File: src/rtl/mem_access_stage_pkg.sv
// Shared constants and types for the MEM stage and MEM/WB register.
// The write-back and hazard units reuse the MEM/WB bundle widths.
package mem_access_stage_pkg;

    localparam int MA_DATA_W = 16;
    localparam int MA_REG_AW = 3;

    localparam int WB_DATA_W = MA_DATA_W;
    localparam int WB_RD_W   = MA_REG_AW;

    typedef enum logic {
        IDLE = 1'b0,
        WAIT = 1'b1
    } state_t;

    typedef struct packed {
        logic                 valid;
        logic [WB_DATA_W-1:0] read_data_mem;
        logic [WB_DATA_W-1:0] alu_result;
        logic                 mem_to_reg;
        logic                 reg_write;
        logic [WB_RD_W-1:0]   rd;
    } mem_wb_t;

endpackage

File: src/rtl/mem_access_stage_mem_wb_latch.sv
// MEM/WB pipeline register; data fields hold across bubbles,
// RegWrite is always qualified by the slot valid bit.
module mem_wb_latch #(
    parameter int DATA_W = 16,
    parameter int REG_AW = 3
) (
    input  logic              clk,
    input  logic              rst,
    input  logic              d_valid,
    input  logic [DATA_W-1:0] d_read_data,
    input  logic [DATA_W-1:0] d_alu_result,
    input  logic              d_mem_to_reg,
    input  logic              d_reg_write,
    input  logic [REG_AW-1:0] d_rd,
    output logic              wb_valid,
    output logic [DATA_W-1:0] read_data_mem,
    output logic [DATA_W-1:0] alu_result,
    output logic              MemToReg,
    output logic              RegWrite,
    output logic [REG_AW-1:0] wb_rd
);

    always_ff @(posedge clk) begin
        if (rst) begin
            wb_valid      <= 1'b0;
            read_data_mem <= '0;
            alu_result    <= '0;
            MemToReg      <= 1'b0;
            RegWrite      <= 1'b0;
            wb_rd         <= '0;
        end else begin
            wb_valid <= d_valid;
            RegWrite <= d_valid & d_reg_write;
            if (d_valid) begin
                read_data_mem <= d_read_data;
                alu_result    <= d_alu_result;
                MemToReg      <= d_mem_to_reg;
                wb_rd         <= d_rd;
            end
        end
    end

endmodule

File: src/rtl/mem_access_stage.sv
// MEM stage: req/ack data-memory access with timeout abort,
// upstream stall while outstanding, feeding the MEM/WB register.
module mem_access_stage
    import mem_access_stage_pkg::*;
#(
    parameter int DATA_W  = MA_DATA_W,
    parameter int REG_AW  = MA_REG_AW,
    parameter int TIMEOUT = 15
) (
    input  logic              clk,
    input  logic              rst,
    input  logic              ex_valid,
    input  logic [DATA_W-1:0] ex_alu_result,
    input  logic [DATA_W-1:0] ex_write_data,
    input  logic              ex_MemRead,
    input  logic              ex_MemWrite,
    input  logic              ex_MemToReg,
    input  logic              ex_RegWrite,
    input  logic [REG_AW-1:0] ex_rd,
    output logic              stall,
    output logic              mem_req,
    output logic              mem_we,
    output logic [DATA_W-1:0] mem_addr,
    output logic [DATA_W-1:0] mem_wdata,
    input  logic [DATA_W-1:0] mem_rdata,
    input  logic              mem_ack,
    output logic              wb_valid,
    output logic [DATA_W-1:0] read_data_mem,
    output logic [DATA_W-1:0] alu_result,
    output logic              MemToReg,
    output logic              RegWrite,
    output logic [REG_AW-1:0] wb_rd,
    output logic              mem_err
);

    localparam int CNT_W = $clog2(TIMEOUT + 1);
    localparam logic [CNT_W-1:0] CNT_LAST = CNT_W'(TIMEOUT - 1);

    state_t            state, state_n;
    logic [CNT_W-1:0]  cnt;
    logic [DATA_W-1:0] cap_addr, cap_wdata;
    logic              cap_we, cap_load, cap_m2r, cap_rw;
    logic [REG_AW-1:0] cap_rd;
    logic              ex_mem_op, timeout;

    logic              d_valid, d_m2r, d_rw;
    logic [DATA_W-1:0] d_rdata, d_alu;
    logic [REG_AW-1:0] d_rd;

    assign ex_mem_op = ex_valid & (ex_MemRead | ex_MemWrite);

    always_comb begin
        state_n   = state;
        stall     = 1'b0;
        mem_req   = 1'b0;
        mem_we    = 1'b0;
        mem_addr  = '0;
        mem_wdata = '0;
        timeout   = 1'b0;
        d_valid   = 1'b0;
        d_rdata   = '0;
        d_alu     = '0;
        d_m2r     = 1'b0;
        d_rw      = 1'b0;
        d_rd      = '0;
        unique case (state)
            IDLE: begin
                if (ex_mem_op) begin
                    mem_req   = 1'b1;
                    stall     = 1'b1;
                    mem_we    = ex_MemWrite;
                    mem_addr  = ex_alu_result;
                    mem_wdata = ex_write_data;
                    state_n   = WAIT;
                end else if (ex_valid) begin
                    d_valid = 1'b1;
                    d_alu   = ex_alu_result;
                    d_m2r   = ex_MemToReg;
                    d_rw    = ex_RegWrite;
                    d_rd    = ex_rd;
                end
            end
            WAIT: begin
                mem_req   = 1'b1;
                mem_we    = cap_we;
                mem_addr  = cap_addr;
                mem_wdata = cap_wdata;
                d_alu     = cap_addr;
                d_m2r     = cap_m2r;
                d_rd      = cap_rd;
                if (mem_ack) begin
                    d_valid = 1'b1;
                    d_rdata = cap_load ? mem_rdata : '0;
                    d_rw    = cap_rw;
                    state_n = IDLE;
                end else if (cnt == CNT_LAST) begin
                    // Abort retires the instruction without a register write
                    timeout = 1'b1;
                    d_valid = 1'b1;
                    state_n = IDLE;
                end else begin
                    stall = 1'b1;
                end
            end
            default: state_n = IDLE;
        endcase
    end

    always_ff @(posedge clk) begin
        if (rst) begin
            state     <= IDLE;
            cnt       <= '0;
            mem_err   <= 1'b0;
            cap_addr  <= '0;
            cap_wdata <= '0;
            cap_we    <= 1'b0;
            cap_load  <= 1'b0;
            cap_m2r   <= 1'b0;
            cap_rw    <= 1'b0;
            cap_rd    <= '0;
        end else begin
            state <= state_n;
            if (state == WAIT && state_n == WAIT)
                cnt <= cnt + CNT_W'(1);
            else
                cnt <= '0;
            if (timeout)
                mem_err <= 1'b1;
            if (state == IDLE && ex_mem_op) begin
                cap_addr  <= ex_alu_result;
                cap_wdata <= ex_write_data;
                cap_we    <= ex_MemWrite;
                cap_load  <= ex_MemRead & ~ex_MemWrite;
                cap_m2r   <= ex_MemToReg;
                cap_rw    <= ex_RegWrite;
                cap_rd    <= ex_rd;
            end
        end
    end

    mem_wb_latch #(
        .DATA_W (DATA_W),
        .REG_AW (REG_AW)
    ) u_mem_wb (
        .clk           (clk),
        .rst           (rst),
        .d_valid       (d_valid),
        .d_read_data   (d_rdata),
        .d_alu_result  (d_alu),
        .d_mem_to_reg  (d_m2r),
        .d_reg_write   (d_rw),
        .d_rd          (d_rd),
        .wb_valid      (wb_valid),
        .read_data_mem (read_data_mem),
        .alu_result    (alu_result),
        .MemToReg      (MemToReg),
        .RegWrite      (RegWrite),
        .wb_rd         (wb_rd)
    );

endmodule

File: config.mk
export PLATFORM = sky130hd
export DESIGN_NAME = mem_access_stage
export DESIGN_NICKNAME = d
export VERILOG_FILES = /design/src/rtl/mem_access_stage_pkg.sv /design/src/rtl/mem_access_stage_mem_wb_latch.sv /design/src/rtl/mem_access_stage.sv
export SDC_FILE = /design/constraint.sdc
export NUM_CORES = 1
export LEC_CHECK = 0
export ABC_CLOCK_PERIOD_IN_PS = 2000
export CORE_ASPECT_RATIO = 2
export CORE_MARGIN = 5
export CORE_UTILIZATION = 39
export CTS_BUF_LIST = sky130_fd_sc_hd__clkbuf_16
export CTS_CLUSTER_SIZE = 28
export DETAILED_ROUTE_END_ITERATION = 8
export GPL_ROUTABILITY_DRIVEN = 0
export PLACE_DENSITY = 0.83
export SLEW_MARGIN = 20
export SYNTH_ARGS = -nofsm -noshare
export SYNTH_HDL_FRONTEND = slang
export SYNTH_SLANG_ARGS = --single-unit
File: constraint.sdc
create_clock -name clk -period 2 [get_ports clk]
set_clock_uncertainty 0.1 [all_clocks]
set_input_delay 0.4 -clock clk [delete_from_list [all_inputs] [get_ports clk]]
set_output_delay 0.4 -clock clk [all_outputs]
set_load 0.005 [all_outputs]
==> flow_metrics.py <==
metrics = {
    "run_status": {
        "status": "finished with violations",
        "violations": "negative setup slack",
    },
    "power_and_ir_drop": {
        "combinationalPowerShare": 0.229,
        "total_switching_power_w": 0.00111,
        "seqPwrFrac": 0.430,
        "internal_power_w": 0.00306,
        "power_switching_share": 0.266,
        "peakVddDrop_mv": 0.483,
        "power_per_cell_area_nw_per_um2": 692,
        "power_w": 0.00417,
        "cellLeakagePower_nw": 2.49,
        "clock_power_share": 0.341,
    },
    "placement": {
        "placedCellCount": 686,
        "numPortBuffers": 132,
        "detailed_place_hpwl_um": 8790,
        "pre_cts_slack_ps": -605,
    },
    "worst_setup_path": {
        "peak_fanout_along_the_critical_path": 5,
        "critPathSlowestCell": "dfxtp_4",
        "crit_type": "reg2out",
        "startpoint_type": "flip-flop",
        "slowest_delay_ps": 350,
        "cp_top_family": "buffers and inverters",
        "worst-path-buf-inv": 5,
        "cp_data_arrival_time_ps": 1560,
        "worst_path_cell_trace": "nor2b_4 > buf_12 > buf_12 > buf_12 > buf_6 > nand3_2 > nand2_1 > buf_2",
        "worstSetupEndpointType": "primary output",
        "timing.critical_path.mode_cell": "buf_12",
        "worst_ep_required_time_ps": 1500,
    },
    "die": {
        "die_height_um": 145,
        "width_of_the_die_um": 77.5,
        "dieArea_sq_um": 11300,
        "core_area_sq_um": 8950,
        "io-pin-count": 133,
        "row_count": 49,
        "start_util": 0.398,
    },
    "clocking": {
        "worst_skew_pair.late_latency_ps": 330,
        "clk_root_buffer_cell": "clkbuf_16",
        "htree_levels": 3,
        "path_clk_slew_ps": 60,
        "ctsLongestPathBuffers": 2,
        "tritoncts_clock_tree": "done",
        "numCtsBuffers": 9,
        "clock_sink_count": 83,
    },
    "run": {
        "drv.max_cap_violation_count": 0,
    },
    "layout": {
        "layout-area-overhead-vs-synth_pct": 69.4,
        "layout.cells.most_common_list": "clkdlybuf4s50_1, dfxtp_1, buf_4",
        "post_layout_nonfiller_instances": 735,
        "antenna_cells": 0,
        "nets": 690,
        "layout_commonest_cell": "clkdlybuf4s50_1",
        "layout_cell_share_with_drive_strength_beyond_1": 0.300,
    },
    "timing": {
        "hold_viol": 0,
        "post-route-min-period_ps": 2060,
        "setup_slack_ps": -62.2,
        "final-setup-viol-count": 4,
        "fin_crit_sh": 1.03,
        "max_slew.worst_pin.slew_ps": 730,
        "maxSlewViolCount": 0,
        "fmax_mhz": 485,
        "tightest_hold_margin_ps": 371,
        "grt_setup_unrepaired": "yes",
        "relSlewSlack": 0.512,
    },
    "detailed_routing": {
        "drt_first_iter_violations": 254,
        "detail-route-antenna-nets": 0,
        "drt-wirelength-per-cell_um": 19.4,
        "drt_first_pass_iters": 5,
        "drt_drc_violations_left": 0,
        "number_of_vias_in_the_routed_layout": 4195,
        "postRouteWirelength_um": 14200,
        "vias_per_cell": 5.71,
    },
    "synth": {
        "synth_top_cell_by_area": "dfxtp_1",
        "yosysWarningCount": 0,
        "syn-mean-instance-area_sq_um": 8.16,
        "nets_in_the_synthesized_netlist": 497,
        "syn-cell-area_sq_um": 3560,
        "yosys-top-cells-area": "dfxtp_1, nand2_1, a21oi_1",
        "synth_cell_type_count": 34,
        "synth_largest_type_area_fraction": 0.467,
        "seq_area_frac_synth": 0.467,
        "syn-instance-count": 436,
        "synth_seq_cells": 83,
    },
    "global_route": {
        "first_global_vias": 4461,
        "wire_length_of_the_first_global_routing_pass_um": 22300,
        "tot_gr_track_use": 0.244,
        "initial_antenna_violation_count": 0,
        "globalRoute.totalOverflow": 0,
        "grt_max_degree": 47,
    },
    "hold_path": {
        "timing.hold.worst.class": "reg2reg",
    },
}
flip-flops by register name, summed over array words and instances, names as in the netlist:
name	count
cap_wdata	16
state	1
cap_rw	1
cap_load	1
cap_rd	3
mem_err	1
u_mem_wb.read_data_mem	16
cap_we	1
u_mem_wb.wb_rd	3
cap_addr	16
u_mem_wb.alu_result	16
cap_m2r	1
u_mem_wb.RegWrite	1
u_mem_wb.MemToReg	1
u_mem_wb.wb_valid	1
cnt	4
final timing paths:
path                                                  end                 startpoint  cells after the start  slack, ps
worst max register to register     u_mem_wb.alu_result[9]                      state                      6         50
worst max-delay path                          mem_addr[2]                      state                      8        -60
worst min register to register  u_mem_wb.read_data_mem[3]  u_mem_wb.read_data_mem[3]                      1        370
worst min-delay path            u_mem_wb.read_data_mem[3]  u_mem_wb.read_data_mem[3]                      1        370
area by class of cell:
| cell class | instances | area, sq um |
|---|---|---|
| clock buffer | 9 | 225 |
| sequential | 83 | 1670 |
| timing repair buffer | 223 | 2010 |
| fill | 702 | 2920 |
| inverter | 4 | 15.0 |
| multi-input combinational | 308 | 1950 |
| clock inverter | 6 | 25.0 |
| tap | 102 | 128 |
synthesized netlist by cell type:
| cell type | number |
|---|---|
| dfxtp_1 | 83 |
| nor2b_1 | 1 |
| o21ai_1 | 3 |
| nor4_1 | 16 |
| buf_1 | 4 |
| inv_1 | 4 |
| o2bb2ai_1 | 4 |
| a31o_2 | 1 |
| a21oi_1 | 42 |
| buf_6 | 2 |
| or4b_2 | 1 |
| a211oi_1 | 17 |
| buf_4 | 1 |
| a211oi_2 | 1 |
| a22o_1 | 16 |
| or4b_4 | 1 |
| a32oi_1 | 1 |
| and3_1 | 1 |
| nand2b_1 | 1 |
| nor4b_4 | 1 |
| and4b_1 | 1 |
| xnor2_1 | 1 |
| xor2_1 | 1 |
| buf_2 | 11 |
| nor3b_1 | 17 |
| nor2_1 | 27 |
| a31oi_1 | 2 |
| nand3_1 | 38 |
| ha_1 | 2 |
| or2_2 | 1 |
| o21ai_0 | 35 |
| a221oi_1 | 4 |
| nand2_1 | 72 |
| clkbuf_1 | 23 |
routing by layer:
metal	global-route usage	up-vias	wire [um]
met5	0	-	0
met4	0.142	0	544
met3	0.0459	42	740
met2	0.454	183	8110
met1	0.243	2027	4840
li1	-	1943	-
power groups by stage:
| stage | registers (W) | clock network [W] | logic [W] |
|---|---|---|---|
| detailed placement | 0.00183 | 0 | 0.000796 |
| global route | 0.00180 | 0.00152 | 0.00102 |
| finish | 0.00180 | 0.00142 | 0.000954 |
| CTS | 0.00179 | 0.00144 | 0.000945 |
| floorplan | 0.00182 | 0 | 0.000318 |
| global placement | 0.00183 | 0 | 0.000777 |
cell families (layout without fill, tap and decap cells):
family,Yosys count,count (layout),share of synthesized area
simple gates,178,178,0.245
buf+inv,45,242,0.0566
fa+ha+maj,2,2,0.00703
flops,83,83,0.467
xor+xnor,2,2,0.00492
compound gates,126,126,0.219
through the flow:
stage          area, sq um  setup TNS [ps]  utilization
3_5_place_dp          5300          -30570        0.592
2_1_floorplan         3560               0            -
6_report              6030            -167        0.673
3_3_place_gp          5300          -28390        0.592
5_1_grt               6030            -976        0.673
4_1_cts               6040           -1090        0.674
repair_timing:
action,4_1_cts,5_1_grt
setup endpoints to repair,51,47
setup buffers,32,3
gates cloned,4,1
pin swaps,36,12
resized for setup,196,28
hold buffers,0,0
No activity file was read; power rests on OpenSTA's default activity.
